$ cat config.mk
export PLATFORM = sky130hd
export DESIGN_NAME = uart_tx_ctrl
export DESIGN_NICKNAME = d
export VERILOG_FILES = /design/src/rtl/uart_tx_ctrl.sv
export SDC_FILE = /design/constraint.sdc
export NUM_CORES = 1
export LEC_CHECK = 0
export ABC_AREA = 1
export CORE_MARGIN = 2
export CORE_UTILIZATION = 45
export DETAILED_ROUTE_END_ITERATION = 6
export PLACE_DENSITY_LB_ADDON = 0.1
export REMOVE_ABC_BUFFERS = 1
export SYNTH_ARGS = -nofsm -noshare
export SYNTH_HDL_FRONTEND = slang
export SYNTH_SLANG_ARGS = --single-unit
$ cat constraint.sdc
create_clock -name clk -period 3.29 [get_ports clk]
set_clock_uncertainty 0.2 [all_clocks]
set_input_delay 0.987 -clock clk [delete_from_list [all_inputs] [get_ports clk]]
set_output_delay 0.987 -clock clk [all_outputs]
set_load 0.05 [all_outputs]
$ cat src/rtl/uart_tx_ctrl.sv
// UART window write controller: buffers CPU stores in a small FIFO
// and drains them one byte at a time into the UART TX core.
module uart_tx_ctrl #(
    parameter  int DEPTH    = 4,
    parameter  int OFFSET_W = 5,
    localparam int AW       = $clog2(DEPTH),
    localparam int CW       = AW + 1
) (
    input  logic                clk,
    input  logic                rst_n,
    input  logic                req_valid,
    input  logic [OFFSET_W-1:0] req_offset,
    input  logic [31:0]         req_data,
    output logic                req_stall,
    input  logic                uart_full,
    output logic                uart_wr,
    output logic [7:0]          uart_data,
    output logic [CW-1:0]       fifo_count,
    output logic                fifo_empty,
    output logic                err
);

    typedef enum logic [1:0] {
        IDLE,
        WRITE,
        HOLD
    } state_e;

    state_e        state_q, state_d;
    logic [7:0]    mem_q [DEPTH];
    logic [AW-1:0] wptr_q, rptr_q;
    logic [CW-1:0] count_q, count_d;
    logic          uart_wr_q, uart_wr_d;
    logic [7:0]    uart_data_q, uart_data_d;
    logic          err_q, err_d;
    logic          hit_tx, hit_bad;
    logic          full, push, pop;
    logic          unused_hi;

    assign hit_tx    = req_valid && (req_offset == '0);
    assign hit_bad   = req_valid && (req_offset != '0);
    assign full      = (count_q == CW'(DEPTH));
    assign req_stall = hit_tx && full;
    assign push      = hit_tx && !full;
    assign unused_hi = ^req_data[31:8];

    // Drain FSM; an empty FIFO forwards the incoming byte so the
    // strobe follows acceptance by exactly one cycle.
    always_comb begin
        state_d     = state_q;
        uart_wr_d   = 1'b0;
        uart_data_d = uart_data_q;
        pop         = 1'b0;
        unique case (state_q)
            IDLE: begin
                if ((count_q != '0 || push) && !uart_full) begin
                    state_d     = WRITE;
                    uart_wr_d   = 1'b1;
                    uart_data_d = (count_q == '0) ? req_data[7:0]
                                                  : mem_q[rptr_q];
                end
            end
            WRITE: begin
                pop     = 1'b1;
                state_d = HOLD;
            end
            HOLD: begin
                state_d = IDLE;
            end
            default: begin
                state_d = IDLE;
            end
        endcase
    end

    // Occupancy and sticky error next-state
    always_comb begin
        count_d = count_q;
        unique case ({push, pop})
            2'b10:   count_d = count_q + CW'(1);
            2'b01:   count_d = count_q - CW'(1);
            default: count_d = count_q;
        endcase
        err_d = err_q || hit_bad;
    end

    // State, pointers, FIFO storage and output registers
    always_ff @(posedge clk or negedge rst_n) begin
        if (!rst_n) begin
            state_q     <= IDLE;
            wptr_q      <= '0;
            rptr_q      <= '0;
            count_q     <= '0;
            uart_wr_q   <= 1'b0;
            uart_data_q <= '0;
            err_q       <= 1'b0;
            for (int i = 0; i < DEPTH; i++) begin
                mem_q[i] <= '0;
            end
        end else begin
            state_q     <= state_d;
            count_q     <= count_d;
            uart_wr_q   <= uart_wr_d;
            uart_data_q <= uart_data_d;
            err_q       <= err_d;
            if (push) begin
                mem_q[wptr_q] <= req_data[7:0];
                wptr_q        <= wptr_q + AW'(1);
            end
            if (pop) begin
                rptr_q <= rptr_q + AW'(1);
            end
        end
    end

    assign uart_wr    = uart_wr_q;
    assign uart_data  = uart_data_q;
    assign fifo_count = count_q;
    assign fifo_empty = (count_q == '0);
    assign err        = err_q;

endmodule

After elaboration in Yosys (flattened, before gate mapping)
Cells that the tools add are included.
- word-level logic and storage cells: 55
- flip-flop bits (word level): 51
- input port bits: 41
- output and inout bits: 15
- magnitude comparators: 3
- mux-type cells: 13
- reductions and logical operators: 17
- bitwise logic cells: 2
- add/subtract/negate cells: 4
- equality and inequality tests: 5
- operators with widths (kind ; number):
    bitwise mux 32 bit ; 1
    two-way mux 8 bit ; 4
    binary-select mux 8 bit (select 2 bit) ; 1
    demux 8 bit (select 2 bit) ; 1
    >= comparator 3 bit (second input constant) ; 2
    logical AND 1 bit ; 6
    inverter 2 -> 3 bit ; 2
    one-hot mux 3 bit (2 select lines) ; 1
    logical NOT 5 bit ; 1
    nonzero test 5 bit ; 1
    adder 2 x 1 -> 2 bit (second input constant) ; 2
    equality test 2 x 1 -> 1 bit (second input constant) ; 2
    one-hot mux 2 bit (2 select lines) ; 1
    adder 3 x 1 -> 3 bit (second input constant) ; 1
    equality test 3 bit (second input constant) ; 1
    logical NOT 3 bit ; 1
    less-than comparator 3 x 1 -> 1 bit (second input constant) ; 1
    two-way mux 1 bit ; 3
    nonzero test 3 bit ; 1
    subtractor 3 x 1 -> 3 bit (second input constant) ; 1
    equality test 2 bit (second input constant) ; 1
    logical NOT 1 bit ; 2
    logical NOT 2 bit ; 1
    logical OR 1 bit ; 2
    4 further kinds ; 4

Logic depth before layout (Yosys ltp)
Gate-level depths: netlist of the first run.
- depth after elaboration: 7
- gate-level depth with buffers: 10
- depth with buffers taken out: 10

Worst setup path before layout of the first run
No wires, ideal clock.
- path type: input -> output
- start: in req_offset[1]
- end: out req_stall
- cell stages on the path: 3
- slack: 140 ps
- arrival time: 1963 ps
- required time: 2103 ps
- buffers on the path: 0
- cell sequence: nor2_2 nand4_4 nor2_1
- cells in the longest elaborated chain, start to end: 3
- RTL lines (what ; line ; text):
    start: declaration ; 12 ; input logic [OFFSET_W-1:0] req_offset,
    logical NOT 5 bit ; 40 ; assign hit_tx = req_valid && (req_offset == '0);
    logical AND 1 bit ; 40 ;
    logical AND 1 bit ; 43 ; assign req_stall = hit_tx && full;
    end: declaration ; 14 ; output logic req_stall,
Every way passes these cells.

Worst setup path in the final report of the first run
Same ends and word-level chain as after synthesis.

==> results.yml, run 1 <==
yosys:
  synthAdderAreaFrac: 0.0324
  synth_seq_cells: 51
  synth-seq-area-share: 0.501
  yosys-top-cells-area: "dfrtp_1 (50%), nand2_1 (15%), nand3_1 (6.5%)"
  synth_compound_area_frac: 0.101
  synthXorXnorAreaFrac: 0.0172
  synth_flop_cell: "dfrtp_1"
  synthesis.instances: 281
  synth_warnings: 0
  synth-edff-count: 0
  synth.most_common_cell: "nand2_1"
  synthTopCellsByCount: "nand2_1 (99), dfrtp_1 (51), nand3_1 (33), inv_1 (19)"
  synth_top_area_cell: "dfrtp_1"
  async_flop_share: 1.00
  yosysUniqueCellTypes: 27
  yosysTopAreaCellShare: 0.501
  synth_top_family_by_area: "simple AND/OR/NAND/NOR gates"
  synth_mux_area_frac: 0
  syn_avg_cell_area_um2: 9.06
  synthSimpleGateAreaFrac: 0.282
  syn_area_mm2: 0.00255
floorplanning:
  start_util: 0.465
  core-area_mm2: 0.00547
  die-area_mm2: 0.00628
  core.rowCount: 27
  die_h_um: 79.2
  die_x_um: 79.2
  pin_count: 56
place:
  placed_area_mm2: 0.00292
  place_congestion: 0.717
  placed_cells: 380
  portBuffers: 31
  place_ws_ps: 46.5
  hpwl_um: 3410
sta:
  fin_tns_setup_ps: 0
  hold_slack_ps: 262
  slew_headroom: 0.586
  hold_viol_final: 0
  drv_slew: 0
  fmax_ghz: 0.310
  worst_pin_slew_ps: 618
  setup_slack_ps: 65.6
  fin_crit_ps: 3220
  setup_viol_count_final: 0
  rsz0062_at_grt: "no"
  period_share: 0.980
final_layout:
  nNetsFinal: 362
  drive_gt1_frac: 0.152
  area_growth_pct: 18.6
  final_util: 0.552
  multi_input_area_mm2: 0.00110
  fillCellCount: 533
  layout.cells.non_filler: 388
  final_area_mm2: 0.00302
  seqCellArea_mm2: 0.00128
  antenna_cells_inserted: 0
power:
  clockPowerShare: 0.158
  p_total_mw: 2.43
  ir_drop_uv: 355
  p_sw_frac: 0.449
  intPower_mw: 1.34
  power_leakage_nw: 1.43
  p_sw_mw: 1.09
  power_density_mw_per_mm2: 804
  p_comb_frac: 0.469
  power_frac_seq: 0.373
cts:
  cts_setup_buffers: 0
  clockBufferDepth: 2
  post_cts_resized: 0
  cts_tree: "done"
  numCtsBuffers: 5
  htree_levels: 2
  clk_pin_slew_ps: 90
  cts_sinks: 51
  worstSkewPairLatency_ps: 300
  cts_hold_buf: 0
  cts-root-buf: "clkbuf_8"
critical_path:
  worstPathMaxFanout: 2
  end_kind: "output port"
  cp_data_required_time_ps: 2100
  crit_arrival_ps: 2040
  startpoint_type: "input port"
  critPathKind: "input port to output port"
route:
  drt_iter0_markers: 111
  drc_errors: 0
  ant_nets: 0
  vias_per_cell: 4.85
  via_count: 1883
  routed_wl_um: 5190
  wire_per_inst_um: 13.4
  dr.pass1.iters: 4
global_routing:
  gr-usage-all-layers: 0.181
  grt_pass1_vias: 1779
  antenna_found_initial: 0
  overflow: 0
  grt_pass1_wl_um: 8630
  grt_max_degree: 51
flow_run:
  max-cap-violations: 0
run_status:
  outcome: "complete, no violations"
worst_hold_path:
  worstHoldPathType: "input port to asynchronous set/reset pin"
worst max-delay path, cell delays in order:
cell             delay, ps
clkdlybuf4s50_1        410
nor2_2                 170
nand4_4                110
nor2_1                 190
buf_12                 170
layout by cell type, fill, tap and decap left out, drive strengths merged:
master,instances
nand2,102
dfrtp,51
nand3,38
o21ai,34
clkdlybuf4s50,28
inv,21
nor2,8
buf,8
clkbuf,6
ha,5
xor2,4
clkinv,3
a21oi,3
nand4,1
a21o,1
xnor2,1
fa,1
clkinvlp,1
cell families (layout without fill, tap and decap cells):
kind of cell	after synthesis	count (layout)
flops	51	51
compound gates	38	38
buf+inv	32	67
simple gates	149	149
fa+ha+maj	6	6
xor+xnor	5	5
final timing paths:
| path | cells after the start | slack [ps] | from | to |
|---|---|---|---|---|
| worst min-delay path | 1 | 260 | rst_n | fifo_count[0] |
| worst max-delay path | 5 | 70 | req_offset[1] | req_stall |
| worst max register to register | 9 | 1080 | fifo_count[1] | fifo_count[2] |
| worst min register to register | 1 | 260 | err | err |
| max in group asynchronous | 2 | 2190 | rst_n | mem_q[7] |
| min in group clk | 1 | 260 | err | err |
metal layers:
metal  GRT usage  routed length, um
met5           0                  0
met2       0.292               2370
met1       0.252               2540
met4      0.0517                 53
met3      0.0295                217
final cells by class:
type | count | share of cell area
flip-flops and latches | 51 | 0.423
inverters | 23 | 0.0303
clock buffers | 6 | 0.0274
multi-input cells | 198 | 0.364
repair buffers | 36 | 0.120
well taps | 72 | 0.0298
clock inverters | 2 | 0.00539
sequential cells by signal, summed over array words and instances, names as in the netlist:
register	cells
mem_q	32
uart_wr	1
uart_data	8
state_q	2
wptr_q	2
err	1
fifo_count	3
rptr_q	2
power by group through the flow:
stage                     sequential (mW)  combinational (mW)  clock, mW
final                               0.906                1.14      0.384
after global routing                0.925                1.26      0.423
after global placement              0.913                1.13          0
after CTS                           0.906                1.15      0.394
after floorplan                      1.13               0.581          0
after detailed placement            0.919                1.14          0
Power figures use the tool's default switching activity.
==> inputs of run 2 (changes only) <==
TNS_END_PERCENT = 1   (was default)
==> results of run 2 <==
No change in the layout: final DEF, timing and power equal those of run 1.
